`src/rtl/conv_pkg.sv`:
```
// Shared constants for the 3x3 convolution engine, its controller and the result writer.
`default_nettype none

package conv_pkg;

   localparam int IMG_W_DEF = 128;
   localparam int IMG_H_DEF = 128;
   localparam int PIX_W     = 8;

   typedef enum logic [1:0] {
      ST_IDLE = 2'd0,
      ST_RUN  = 2'd1,
      ST_DONE = 2'd2
   } state_e;

endpackage

`default_nettype wire

```
`src/rtl/pix_saturate.sv`:
```
// Shift, clamp and saturation flag for one convolution result.
// Optional build macro: CONV_WR_ABS_EN (pixel becomes min(|s|, 255)).
`default_nettype none

module pix_saturate
   import conv_pkg::*;
#(
   parameter int DW_IN = 24,
   parameter int SHIFT = 0
) (
   input  logic [DW_IN-1:0] result_i,
   output logic [PIX_W-1:0] pix_o,
   output logic             sat_o
);

   localparam logic signed [DW_IN-1:0] PIX_MAX = DW_IN'(255);

   logic signed [DW_IN-1:0] s;

   assign s = $signed(result_i) >>> SHIFT;

`ifdef CONV_WR_ABS_EN
   // One extra bit so that negating the most negative value cannot overflow.
   logic [DW_IN:0] mag;

   always_comb begin
      mag   = s[DW_IN-1] ? (~{s[DW_IN-1], s} + (DW_IN+1)'(1)) : {1'b0, s};
      pix_o = mag[PIX_W-1:0];
      sat_o = 1'b0;
      if (mag > (DW_IN+1)'(255)) begin
         pix_o = '1;
         sat_o = 1'b1;
      end
   end
`else
   always_comb begin
      pix_o = s[PIX_W-1:0];
      sat_o = 1'b0;
      if (s[DW_IN-1]) begin
         pix_o = '0;
         sat_o = 1'b1;
      end else if (s > PIX_MAX) begin
         pix_o = '1;
         sat_o = 1'b1;
      end
   end
`endif

endmodule

`default_nettype wire

```
`src/rtl/conv_result_writer.sv`:
```
// Captures each done_conv rising edge, clamps the result and writes it in raster order.
// Optional build macro: CONV_WR_ABS_EN (absolute-value pixel mode in pix_saturate).
`default_nettype none

module conv_result_writer
   import conv_pkg::*;
#(
   parameter int IMG_W  = IMG_W_DEF,
   parameter int IMG_H  = IMG_H_DEF,
   parameter int DW_IN  = 24,
   parameter int SHIFT  = 0,
   parameter int ADDR_W = $clog2(IMG_W*IMG_H)
) (
   input  logic              clk,
   input  logic              rst,
   input  logic              start,
   input  logic              done_conv,
   input  logic [DW_IN-1:0]  result,
   output logic              wr_en,
   output logic [ADDR_W-1:0] wr_addr,
   output logic [PIX_W-1:0]  wr_data,
   output logic              busy,
   output logic              done,
   output logic [ADDR_W-1:0] sat_count
);

   localparam logic [ADDR_W-1:0] LAST_PIX = ADDR_W'(IMG_W*IMG_H-1);

   state_e              state_q, state_d;
   logic                dc_q;
   logic [ADDR_W-1:0]   cnt_q, cnt_d;
   logic [ADDR_W-1:0]   sat_q, sat_d;
   logic                wr_en_q, wr_en_d;
   logic [ADDR_W-1:0]   wr_addr_q, wr_addr_d;
   logic [PIX_W-1:0]    wr_data_q, wr_data_d;
   logic                busy_q, busy_d;
   logic                done_q, done_d;

   logic                cap;
   logic [PIX_W-1:0]    pix;
   logic                pix_sat;

   assign cap = done_conv & ~dc_q;

   pix_saturate #(
      .DW_IN (DW_IN),
      .SHIFT (SHIFT)
   ) u_sat (
      .result_i (result),
      .pix_o    (pix),
      .sat_o    (pix_sat)
   );

   always_ff @(posedge clk or posedge rst) begin
      if (rst) begin
         state_q   <= ST_IDLE;
         dc_q      <= 1'b0;
         cnt_q     <= '0;
         sat_q     <= '0;
         wr_en_q   <= 1'b0;
         wr_addr_q <= '0;
         wr_data_q <= '0;
         busy_q    <= 1'b0;
         done_q    <= 1'b0;
      end else begin
         state_q   <= state_d;
         dc_q      <= done_conv;
         cnt_q     <= cnt_d;
         sat_q     <= sat_d;
         wr_en_q   <= wr_en_d;
         wr_addr_q <= wr_addr_d;
         wr_data_q <= wr_data_d;
         busy_q    <= busy_d;
         done_q    <= done_d;
      end
   end

   always_comb begin
      state_d   = state_q;
      cnt_d     = cnt_q;
      sat_d     = sat_q;
      wr_en_d   = 1'b0;
      wr_addr_d = wr_addr_q;
      wr_data_d = wr_data_q;

      case (state_q)
         // A capture coinciding with start is deliberately dropped here.
         ST_IDLE, ST_DONE: begin
            if (start) begin
               state_d = ST_RUN;
               cnt_d   = '0;
               sat_d   = '0;
            end
         end
         ST_RUN: begin
            if (cap) begin
               wr_en_d   = 1'b1;
               wr_addr_d = cnt_q;
               wr_data_d = pix;
               if (pix_sat && (sat_q != '1))
                  sat_d = sat_q + ADDR_W'(1);
               if (cnt_q == LAST_PIX)
                  state_d = ST_DONE;
               else
                  cnt_d = cnt_q + ADDR_W'(1);
            end
         end
         default: state_d = ST_IDLE;
      endcase

      busy_d = (state_d == ST_RUN);
      done_d = (state_d == ST_DONE);
   end

   assign wr_en     = wr_en_q;
   assign wr_addr   = wr_addr_q;
   assign wr_data   = wr_data_q;
   assign busy      = busy_q;
   assign done      = done_q;
   assign sat_count = sat_q;

endmodule

`default_nettype wire
```
`config.mk`:
```
export PLATFORM = sky130hd
export DESIGN_NAME = conv_result_writer
export DESIGN_NICKNAME = d
export VERILOG_FILES = /design/src/rtl/conv_pkg.sv /design/src/rtl/pix_saturate.sv /design/src/rtl/conv_result_writer.sv
export SDC_FILE = /design/constraint.sdc
export NUM_CORES = 1
export LEC_CHECK = 0
export ABC_CLOCK_PERIOD_IN_PS = 4100
export BUFFER_PORTS_ARGS = -buffer_cell sky130_fd_sc_hd__buf_2
export CORE_UTILIZATION = 45
export CTS_BUF_LIST = sky130_fd_sc_hd__clkbuf_8
export DETAILED_ROUTE_END_ITERATION = 10
export PLACE_DENSITY = 0.69
export RECOVER_POWER = 25
export REMOVE_ABC_BUFFERS = 1
export SYNTH_ARGS = -nofsm -noshare
export SYNTH_HDL_FRONTEND = slang
export SYNTH_SLANG_ARGS = --single-unit
```
`constraint.sdc`:
```
create_clock -name clk -period 4.1 [get_ports clk]
set_input_delay 0.82 -clock clk [delete_from_list [all_inputs] [get_ports clk]]
set_output_delay 0.82 -clock clk [all_outputs]
set_load 0.05 [all_outputs]
```
==> summary.txt <==
Yosys
  – Number of synthesized flops with an enable pin: 0
  – Seq/Total Area, Yosys: 0.529
  – Avg Cell Area, Syn: roughly 9.3 µm²
  – Post-synth top area share: 0.529
  – Syn Inst Count: 284
  – Yosys warns: 0
  – Asr flop ratio synth: 1.00
  – Synthesis-stage register bit count: 56
  – Commonest cells in the netlist: 61 x nand2_1, 56 x dfrtp_1, 24 x nor2_1
  – Yosys top cell by area: dfrtp_1
  – Distinct cells, synth: 41
  – Top cells by area, synth: dfrtp_1 53%, nand2_1 8.6%, xnor2_1 3.6%
  – Count leader, synth: nand2_1
  – Main flop type after synthesis: dfrtp_1
  – Synthesized area: between 2000 and 3000 µm²

Worst setup path
  – CP Class: input port to flip-flop
  – Worst setup path start: done_conv
  – CP Launch Type: input port
  – Critical Path RT: about 4300 ps
  – R2R Path End: sat_count[0]$_DFFE_PP0P_
  – Flop-to-flop setup slack: about 1100 ps
  – CP Cell Sequence: clkbuf_1 -> nand4bb_1 -> buf_4 -> clkinvlp_2 -> nor2_2 -> a311o_1 -> mux2_2
  – Crit-path max FO: 34
  – Worst R2R Start: state_q[0]$_DFF_PP0_
  – R2R depth: 6
  – Max incr delay on CP: between 500 and 600 ps
  – Worst path arrival time: roughly 3300 ps
  – CP delay by family, top: buffers and inverters
  – Crit path capture type: flip-flop
  – CP Buf/Inv Count: 3
  – Crit-path slowest cell: clkinvlp_2

Clock tree
  – Clock sink count: 56
  – Clk Latency, worst-skew pair: between 300 and 400 ps
  – Resize count post-CTS: 0
  – Clock tree root driver cell: clkbuf_8
  – Post-CTS Hold Fix Bufs: 0
  – CTS tree: built
  – Total CTS buffers: 5
  – Clock buffer depth: 2
  – H-tree levels: 2
  – Clock transition at path regs: 100 ps
  – Setup bufs post-CTS: 0

Timing
  – Tmin final: between 3000 and 4000 ps
  – Crit share post-route: 0.755
  – Setup TNS: 0 ps
  – RSZ-0062 raised after global routing: no
  – Clock skew: 6.01 ps
  – Final Setup Violations: 0
  – Final Hold Fails: 0
  – Final Slew Violations: 55
  – FMAX: 323 MHz
  – Worst slew margin: -0.314
  – Slew at the pin closest to its max-slew limit: 1970 ps

Global routing
  – GRT Util Overall: 0.191
  – Global-route wire length before repair: between 9 and 10 mm
  – Remaining global-route overflow: 0
  – Initial antenna violation count: 0
  – Vias in the first global route: roughly 1,900
  – Largest net degree at the start of global routing: 55

Detailed routing
  – DR iter-0 viols: around 150
  – Drt wl/cell: approximately 13 µm
  – Post-route ant nets: 0
  – Routed WL: 5.63 mm
  – Vias per cell: around 5.3
  – Vias: approximately 2,200
  – Pre-Repair DR Iteration Count: 4
  – Residual DRC count: 0

Power and ir drop
  – PwrDens: between 400 and 500 nW/µm²
  – Pwr Total: around 1.5 mW
  – Leakage: ~1.5 nW
  – Max VDD drop: 562 µV

Die
  – I/O pin cnt: 67
  – Die area: between 6000 and 7000 µm²
  – Core Rows: 27
  – Placeable Area: 5610 µm²
  – Die Ht: about 79 µm
  – Die width: a little under 80 µm
  – Initial core utilization: 0.473

Layout
  – Final Util: 0.560
  – # fillers: between 500 and 600
  – Nets: approximately 380
  – # diodes: 0
  – Area delta synth->final: 18.5%
  – Area of the multi-input gates: around 1200 µm²
  – Sequential Area: 1400 µm²
  – Share of layout cells above drive strength 1: 0.236

Worst hold path
  – HP Start: wr_addr[4]$_DFFE_PP0P_
  – Hold path endpoint: wr_addr[4]$_DFFE_PP0P_
  – Hold depth: 2
  – HP Class: flip-flop to flip-flop

Status
  – Status: finished, violations left
  – Failing checks: max-capacitance violations, max-slew violations

Place
  – Port Buffer Count: 66
  – DPL Wire Length: 3.94 mm
  – Final RePlAce weighted congestion: 0.826

Job
  – Maxcap violations: 1
## sequential cells by signal, indices dropped and copies added (netlist names)
signal	flops
busy	1
cnt_q	14
dc_q	1
done	1
sat_count	14
state_q	2
wr_addr	14
wr_data	8
wr_en	1
## stage by stage
| stage | setup WS [ps] | std cells | instance area, µm² | hold WS, ps |
|---|---|---|---|---|
| final | 1000 | 420 | 3140 | 480 |
| after global routing | 694 | 420 | 3140 | 507 |
| after CTS | 1510 | 420 | 3150 | 484 |
| after detailed placement | 1180 | 412 | 3030 | 460 |
| after global placement | 1230 | 412 | 3030 | 454 |
| after floorplan | 1010 | 271 | 2590 | 482 |
## metal layers
layer,vias to the layer above,GRT usage,wire length (µm)
met3,7,0.0345,256
met4,0,0.0741,70
met2,58,0.283,2560
met1,1049,0.277,2750
met5,-,0,0
li1,1116,-,-
## how the worst max path moves through the flow
stage / to / slack [ps] / cells after the start
after floorplan: sat_count[5]$_DFFE_PP0P_ / 1010 / 6
after global placement: sat_count[0]$_DFFE_PP0P_ / 1230 / 7
after detailed placement: sat_count[0]$_DFFE_PP0P_ / 1180 / 7
after CTS: sat_count[0]$_DFFE_PP0P_ / 1510 / 7
after global routing: sat_count[0]$_DFFE_PP0P_ / 690 / 6
final: sat_count[0]$_DFFE_PP0P_ / 1000 / 7
## power breakdown
part	switching [mW]	total (mW)	leakage, nW	internal, mW
clock network	0.184	0.368	0.0583	0.184
logic	0.329	0.447	0.748	0.118
registers	0.0912	0.727	0.717	0.636
total	0.605	1.54	1.52	0.938
## logic make-up after synthesis
group                      Yosys count  share of synthesized area
and+or+nand+nor                    144                      0.268
adders and majority gates            2                    0.00944
DFF                                 56                      0.529
muxes                                1                    0.00425
AOI/OAI and AO/OA                   49                      0.118
buffers and inverters               21                     0.0363
xor gates and xnor gates            11                     0.0363
## worst min-delay path, stage by stage, from the launching register on
cell and delay, ps:
dfrtp_1 350, nand2_1 50, nand2_1 50
## layout by cell type, fill, tap and decap left out, types with 3 or more instances in the layout
master	Yosys	routed
buf_2	4	65
nand2_1	61	61
dfrtp_1	56	56
nor2_1	24	24
o21ai_0	15	15
o31ai_1	12	12
xnor2_1	11	11
a21oi_1	11	11
nand3_1	8	8
nor3_1	8	8
nand4_1	7	7
nor4_1	7	7
inv_1	7	7
or3_1	7	7
clkbuf_8	0	5
and4_1	4	4
nor2b_1	3	3
nand2b_1	3	3
or2_2	3	3
## final cells by class
| cell class | count | area share |
|---|---|---|
| sequential | 56 | 0.446 |
| multi-input combinational | 207 | 0.367 |
| timing repair buffer | 69 | 0.111 |
| tap | 72 | 0.0287 |
| clock buffer | 5 | 0.0219 |
| clock inverter | 3 | 0.0151 |
| inverter | 8 | 0.00996 |
Power figures use the tool's default switching activity.
